$ cat src/rtl/bin8_to_bcd_pkg.sv
`default_nettype none
// ============================================================================
//  Module      : bin8_to_bcd_pkg
//  Description : Shared widths and FSM state encoding for the sequential
//                8-bit binary to 3-digit BCD converter.
//  Revision    : 1.0 - initial release
// ============================================================================
package bin8_to_bcd_pkg;

  localparam int BIN_W    = 8;                 // binary input width
  localparam int NDIG     = 3;                 // hundreds, tens, ones
  localparam int DIG_W    = 4;                 // one BCD digit
  localparam int ACC_W    = NDIG * DIG_W;      // packed BCD accumulator
  localparam int CNT_W    = 3;                 // bit counter, 0..7
  localparam logic [CNT_W-1:0] CNT_LAST = 3'd7; // index of the final shift

  typedef enum logic [1:0] {
    IDLE  = 2'd0,
    SHIFT = 2'd1,
    DONE  = 2'd2
  } state_t;

endpackage : bin8_to_bcd_pkg
`default_nettype wire

$ cat src/rtl/bcd_add3.sv
`default_nettype none
// ============================================================================
//  Module      : bcd_add3
//  Description : Double-dabble digit correction. A digit of 5..9 gets +3 so
//                that the following left shift carries into the next digit.
//  Revision    : 1.0 - initial release
// ============================================================================
module bcd_add3
  import bin8_to_bcd_pkg::*;
(
  input  logic [DIG_W-1:0] din_i,
  output logic [DIG_W-1:0] dout_o
);

  // Inputs above 9 never occur inside a valid accumulator; they wrap harmlessly.
  assign dout_o = (din_i >= 4'd5) ? (din_i + 4'd3) : din_i;

endmodule : bcd_add3
`default_nettype wire

$ cat src/rtl/bin8_to_bcd_seq.sv
`default_nettype none
// ============================================================================
//  Module      : bin8_to_bcd_seq
//  Description : Sequential shift-add-3 (double dabble) converter, one input
//                bit per clock, MSB first. IDLE -> SHIFT (8 cycles) -> DONE.
//                busy/done are registered Moore outputs; bcd holds the last
//                result and changes only on the SHIFT->DONE edge.
//  Revision    : 1.0 - initial release
// ============================================================================
module bin8_to_bcd_seq
  import bin8_to_bcd_pkg::*;
(
  input  logic             clk,
  input  logic             rst,
  input  logic             start,
  input  logic [BIN_W-1:0] bin,
  output logic             busy,
  output logic             done,
  output logic [ACC_W-1:0] bcd
);

  state_t             state_q, state_d;
  logic [BIN_W-1:0]   shreg_q, shreg_d;
  logic [ACC_W-1:0]   acc_q,   acc_d;
  logic [CNT_W-1:0]   cnt_q,   cnt_d;
  logic [ACC_W-1:0]   bcd_q,   bcd_d;
  logic               busy_q,  done_q;

  logic [ACC_W-1:0]        acc_corr;
  logic [ACC_W+BIN_W-1:0]  shift_nxt;

  // Per-digit +3 correction applied to the current accumulator.
  genvar g;
  generate
    for (g = 0; g < NDIG; g++) begin : g_digit
      bcd_add3 u_add3 (
        .din_i  (acc_q[g*DIG_W +: DIG_W]),
        .dout_o (acc_corr[g*DIG_W +: DIG_W])
      );
    end
  endgenerate

  // Corrected accumulator and shift register move left together by one bit.
  assign shift_nxt = {acc_corr, shreg_q} << 1;

  // Next-state, datapath and result-capture logic.
  always_comb begin
    state_d = state_q;
    shreg_d = shreg_q;
    acc_d   = acc_q;
    cnt_d   = cnt_q;
    bcd_d   = bcd_q;
    case (state_q)
      IDLE: begin
        if (start) begin
          state_d = SHIFT;
          shreg_d = bin;
          acc_d   = '0;
          cnt_d   = '0;
        end
      end
      SHIFT: begin
        acc_d   = shift_nxt[ACC_W+BIN_W-1:BIN_W];
        shreg_d = shift_nxt[BIN_W-1:0];
        cnt_d   = cnt_q + 3'd1;
        if (cnt_q == CNT_LAST) begin
          // Last bit shifted in: the accumulator now holds the final digits.
          state_d = DONE;
          bcd_d   = shift_nxt[ACC_W+BIN_W-1:BIN_W];
        end
      end
      DONE: begin
        state_d = IDLE;
      end
      default: begin
        state_d = IDLE;
      end
    endcase
  end

  // All converter state; busy/done are registered from the next state.
  always_ff @(posedge clk) begin
    if (rst) begin
      state_q <= IDLE;
      shreg_q <= '0;
      acc_q   <= '0;
      cnt_q   <= '0;
      bcd_q   <= '0;
      busy_q  <= 1'b0;
      done_q  <= 1'b0;
    end else begin
      state_q <= state_d;
      shreg_q <= shreg_d;
      acc_q   <= acc_d;
      cnt_q   <= cnt_d;
      bcd_q   <= bcd_d;
      busy_q  <= (state_d == SHIFT);
      done_q  <= (state_d == DONE);
    end
  end

  assign busy = busy_q;
  assign done = done_q;
  assign bcd  = bcd_q;

endmodule : bin8_to_bcd_seq
`default_nettype wire

$ cat config.mk
export PLATFORM = sky130hd
export DESIGN_NAME = bin8_to_bcd_seq
export DESIGN_NICKNAME = d
export VERILOG_FILES = /design/src/rtl/bin8_to_bcd_pkg.sv /design/src/rtl/bcd_add3.sv /design/src/rtl/bin8_to_bcd_seq.sv
export SDC_FILE = /design/constraint.sdc
export NUM_CORES = 1
export LEC_CHECK = 0
export ABC_AREA = 1
export CAP_MARGIN = 20
export CORE_MARGIN = 2
export CORE_UTILIZATION = 23
export DETAILED_ROUTE_END_ITERATION = 7
export PLACE_DENSITY_LB_ADDON = 0.3
export SLEW_MARGIN = 30
export SYNTH_ARGS = -nofsm -noshare
export SYNTH_HDL_FRONTEND = slang
export SYNTH_SLANG_ARGS = --single-unit
$ cat constraint.sdc
create_clock -name clk -period 1.79 [get_ports clk]
set_input_delay 0.358 -clock clk [delete_from_list [all_inputs] [get_ports clk]]
set_output_delay 0.358 -clock clk [all_outputs]
set_load 0.02 [all_outputs]
==> results.md <==
* Post-detail-place hpwl at ~2700 um
* #FFs+latches synth at 39
* Worst R2R Start: cnt_q[0]$_SDFFE_PP0P_
* Max clock buf depth at 2
* Post-Place Worst Slack at between 0.15 and 0.2 ns
* PD cells at just over 700 nW/um2
* Initial core utilization at between 20% and 30%
* H-Tree Depth at 2
* DRC viols at 0
* Sequential element share of the synthesized area at roughly 43%
* Post-DR vias/cell at just over 4
* Critical path required time at around 1.4 ns
* RD Place Congestion at about 0.75
* Post_cts resized at 0
* Pleak at between 0.9 and 1 nW
* Final Max Tran Viols at 0
* Maximum VDD drop at between 200 and 250 uV
* Initial antenna violation count at 0
* Worst path slowest cell: clkdlybuf4s50_1
* Global-route wire length before repair at 6910 um
* Die footprint at between 8000 and 9000 um2
* Fill cells at between 800 and 900
* Status: completed
* XOR/XNOR share of the synthesized area at 0%
* Commonest non-fill, non-tap cells in the layout: nand2_1 (96), dfxtp_1 (39), inv_1 (26)
* Net switching power at 0.000396 W
* Largest family of logic cells by synthesized area: simple AND/OR/NAND/NOR gates
* Int Pwr at around 0.0012 W
* Max_slew headroom at about three quarters
* Die Ht at between 90 and 100 um
* Hold Path Depth at 2
* Minimum clock period at around 1.6 ns
* CTS Buf Count at 5
* CTS sink cnt at 39
* Post-CTS setup buffers at 0
* Port Buffers at 24
* CTS hold repair buffers at 0
* Reg power frac at ~56%
* Worst reg2reg path depth at 8
* Clk_skew at about 0.014 ns
* Synth Area in Simple Gates at 30.5%
* Core Box Area at approximately 7600 um2
* Mux contribution to synthesized area at less than 1%
* Hold Fails Final Rpt at 0
* Clock Latency Late Sink at about 0.29 ns
* Arr. time, crit path at between 1 and 1.5 ns
* Ant diodes at 0
* Max-Cap Viols at 0
* Final Cycle Share at between 80% and 90%
* Via count at between 1500 and 2000
* Number of global-route vias before repair at around 1600
* Mapped Nets at 279
* Floorplan row count at 32
* Kind of critical path: register to output port
* Hold path start: cnt_q[1]$_SDFFE_PP0P_
* R2R setup slack at approximately 0.35 ns
* Compound-Gate Fraction of Synth Area at approximately an eighth
* Iteration-0 DRC Markers at 60
* Syn avg cell area at between 6 and 7 um2
* Area Growth Syn to Fin at 25.9%
* Leading cell type in the layout, fill and taps excluded: nand2_1
* Synth Area in Adders at between 5 and 6%
* Crit-path cells: clkdlybuf4s50_1
* Min-Delay Endpoint: cnt_q[1]$_SDFFE_PP0P_
* GRT Total Usage at approximately 10%
* Root Buffer: clkbuf_8
* Crit Path Max Fanout at 2
* Final #Nets at a little over 300
* Fmax at 0.628 GHz
* Fin worst setup slack at 0.197 ns
* Hold WC Path Type: register to register
* CP peak stage delay at 0.60 ns
* Measured slew at the worst slew-check pin at 0.351 ns
* DR WL/cell at 10.0 um
* Type of element capturing the critical path: output port
* Synth Cell Area at approximately 1800 um2
* Die W at between 90 and 100 um
* Largest net degree at the start of global routing at 30
* Share of cells above drive strength 1 at 5.23%
* CP startpoint kind: register
* Ys Warns at 0
* Largest delay contributor family on the critical path: buffers and inverters
* Final design utilization at 29.6%
* Antenna-violating nets left at 0
* CTS tree: built
* Synth unique cells at 19
* Combinational share of power at 9.5%
* Clock network power share at between 30% and 40%
* Hold Slack at about 0.46 ns
* Clock-pin slew on the worst setup and hold paths at 0.08 ns
* Final WL at roughly 4000 um
* Top Ports at 25
* RSZ-0062 raised after global routing: no
* RR Endpoint: bcd[2]$_SDFFE_PP0P_
* Setup Viol. Count Final at 0
* Grt ovf at 0
* Buf/Inv on CP at 1
* Setup TNS at 0 ns
* Post-Syn Instances at between 200 and 300
* Switching share of power at between 20% and 30%
* Drt first pass iters at 4
## kinds of logic (layout without fill, tap and decap cells)
logic type | after synthesis | in the layout
and+or+nand+nor | 136 | 136
AOI/OAI and AO/OA | 41 | 41
DFF | 39 | 39
buffers and inverters | 35 | 62
adders and majority gates | 8 | 8
muxes | 1 | 1
## power groups by stage
stage / registers, W / clock network, W / logic (W)
CTS: 0.000900 / 0.000594 / 0.000156
floorplan: 0.000920 / 0 / 0.0000891
global placement: 0.000921 / 0 / 0.000154
detailed placement: 0.000921 / 0 / 0.000155
global route: 0.000903 / 0.000620 / 0.000172
finish: 0.000901 / 0.000555 / 0.000153
## cell type report
cell class | count | area (um2) | area share [%]
clock inverter | 1 | 7.51 | 0.332
multi-input combinational | 186 | 872 | 38.6
timing repair buffer | 29 | 303 | 13.4
tap | 102 | 128 | 5.64
inverter | 27 | 101 | 4.48
sequential | 39 | 781 | 34.5
clock buffer | 5 | 68.8 | 3.04
## how the worst max path moves through the flow
stage | from | to | slack (ns) | cells after the start
floorplan | cnt_q[0]$_SDFFE_PP0P_ | bcd[8]$_SDFFE_PP0P_ | 0.43 | 7
global placement | start | shreg_q[1]$_SDFFE_PP0P_ | 0.21 | 7
detailed placement | start | shreg_q[1]$_SDFFE_PP0P_ | 0.15 | 7
CTS | bcd[8]$_SDFFE_PP0P_ | bcd[8] | 0.17 | 1
global route | cnt_q[0]$_SDFFE_PP0P_ | bcd[10]$_SDFFE_PP0P_ | 0.13 | 8
finish | bcd[0]$_SDFFE_PP0P_ | bcd[0] | 0.20 | 1
## routing by layer
metal / up-vias / part of all wire [%] / GRT usage (%) / wire [um]
met1: 697 / 51 / 12.1 / 1990
li1: 869 / - / - / -
met5: - / 0 / 0 / 0
met3: 7 / 3.4 / 2.44 / 134
met2: 31 / 44 / 17.0 / 1720
met4: 0 / 1.6 / 3.98 / 63
## synth_stat cells
master     n  area, um2
nor2_4     1       11.3
dfxtp_1   39        781
a21oi_1   22        110
a21o_1     3       22.5
nand4_1    4       25.0
ha_1       8        100
nand3_1   12       60.1
inv_2      1       3.75
nor2_1    21       78.8
inv_1     26       97.6
o21ai_0   15       75.1
nand2_2    1       6.26
clkbuf_1   3       11.3
a31oi_1    1       6.26
nor2_2     1       6.26
buf_2      3       15.0
buf_4      2       15.0
nand2_1   96        360
mux2i_1    1       10.0
## registers in the layout (all words and copies together), names as in the netlist
name,flops
acc_q,12
bcd,12
shreg_q,8
cnt_q,3
state_q,2
busy,1
done,1
## per-stage QoR
| step | total power (W) | instances | instance area, um2 |
|---|---|---|---|
| finish | 0.00161 | 389 | 2260 |
| detailed placement | 0.00108 | 383 | 2180 |
| CTS | 0.00165 | 389 | 2260 |
| floorplan | 0.00101 | 260 | 1800 |
| global placement | 0.00108 | 383 | 2180 |
| global route | 0.00169 | 389 | 2260 |
Power figures use the tool's default switching activity.
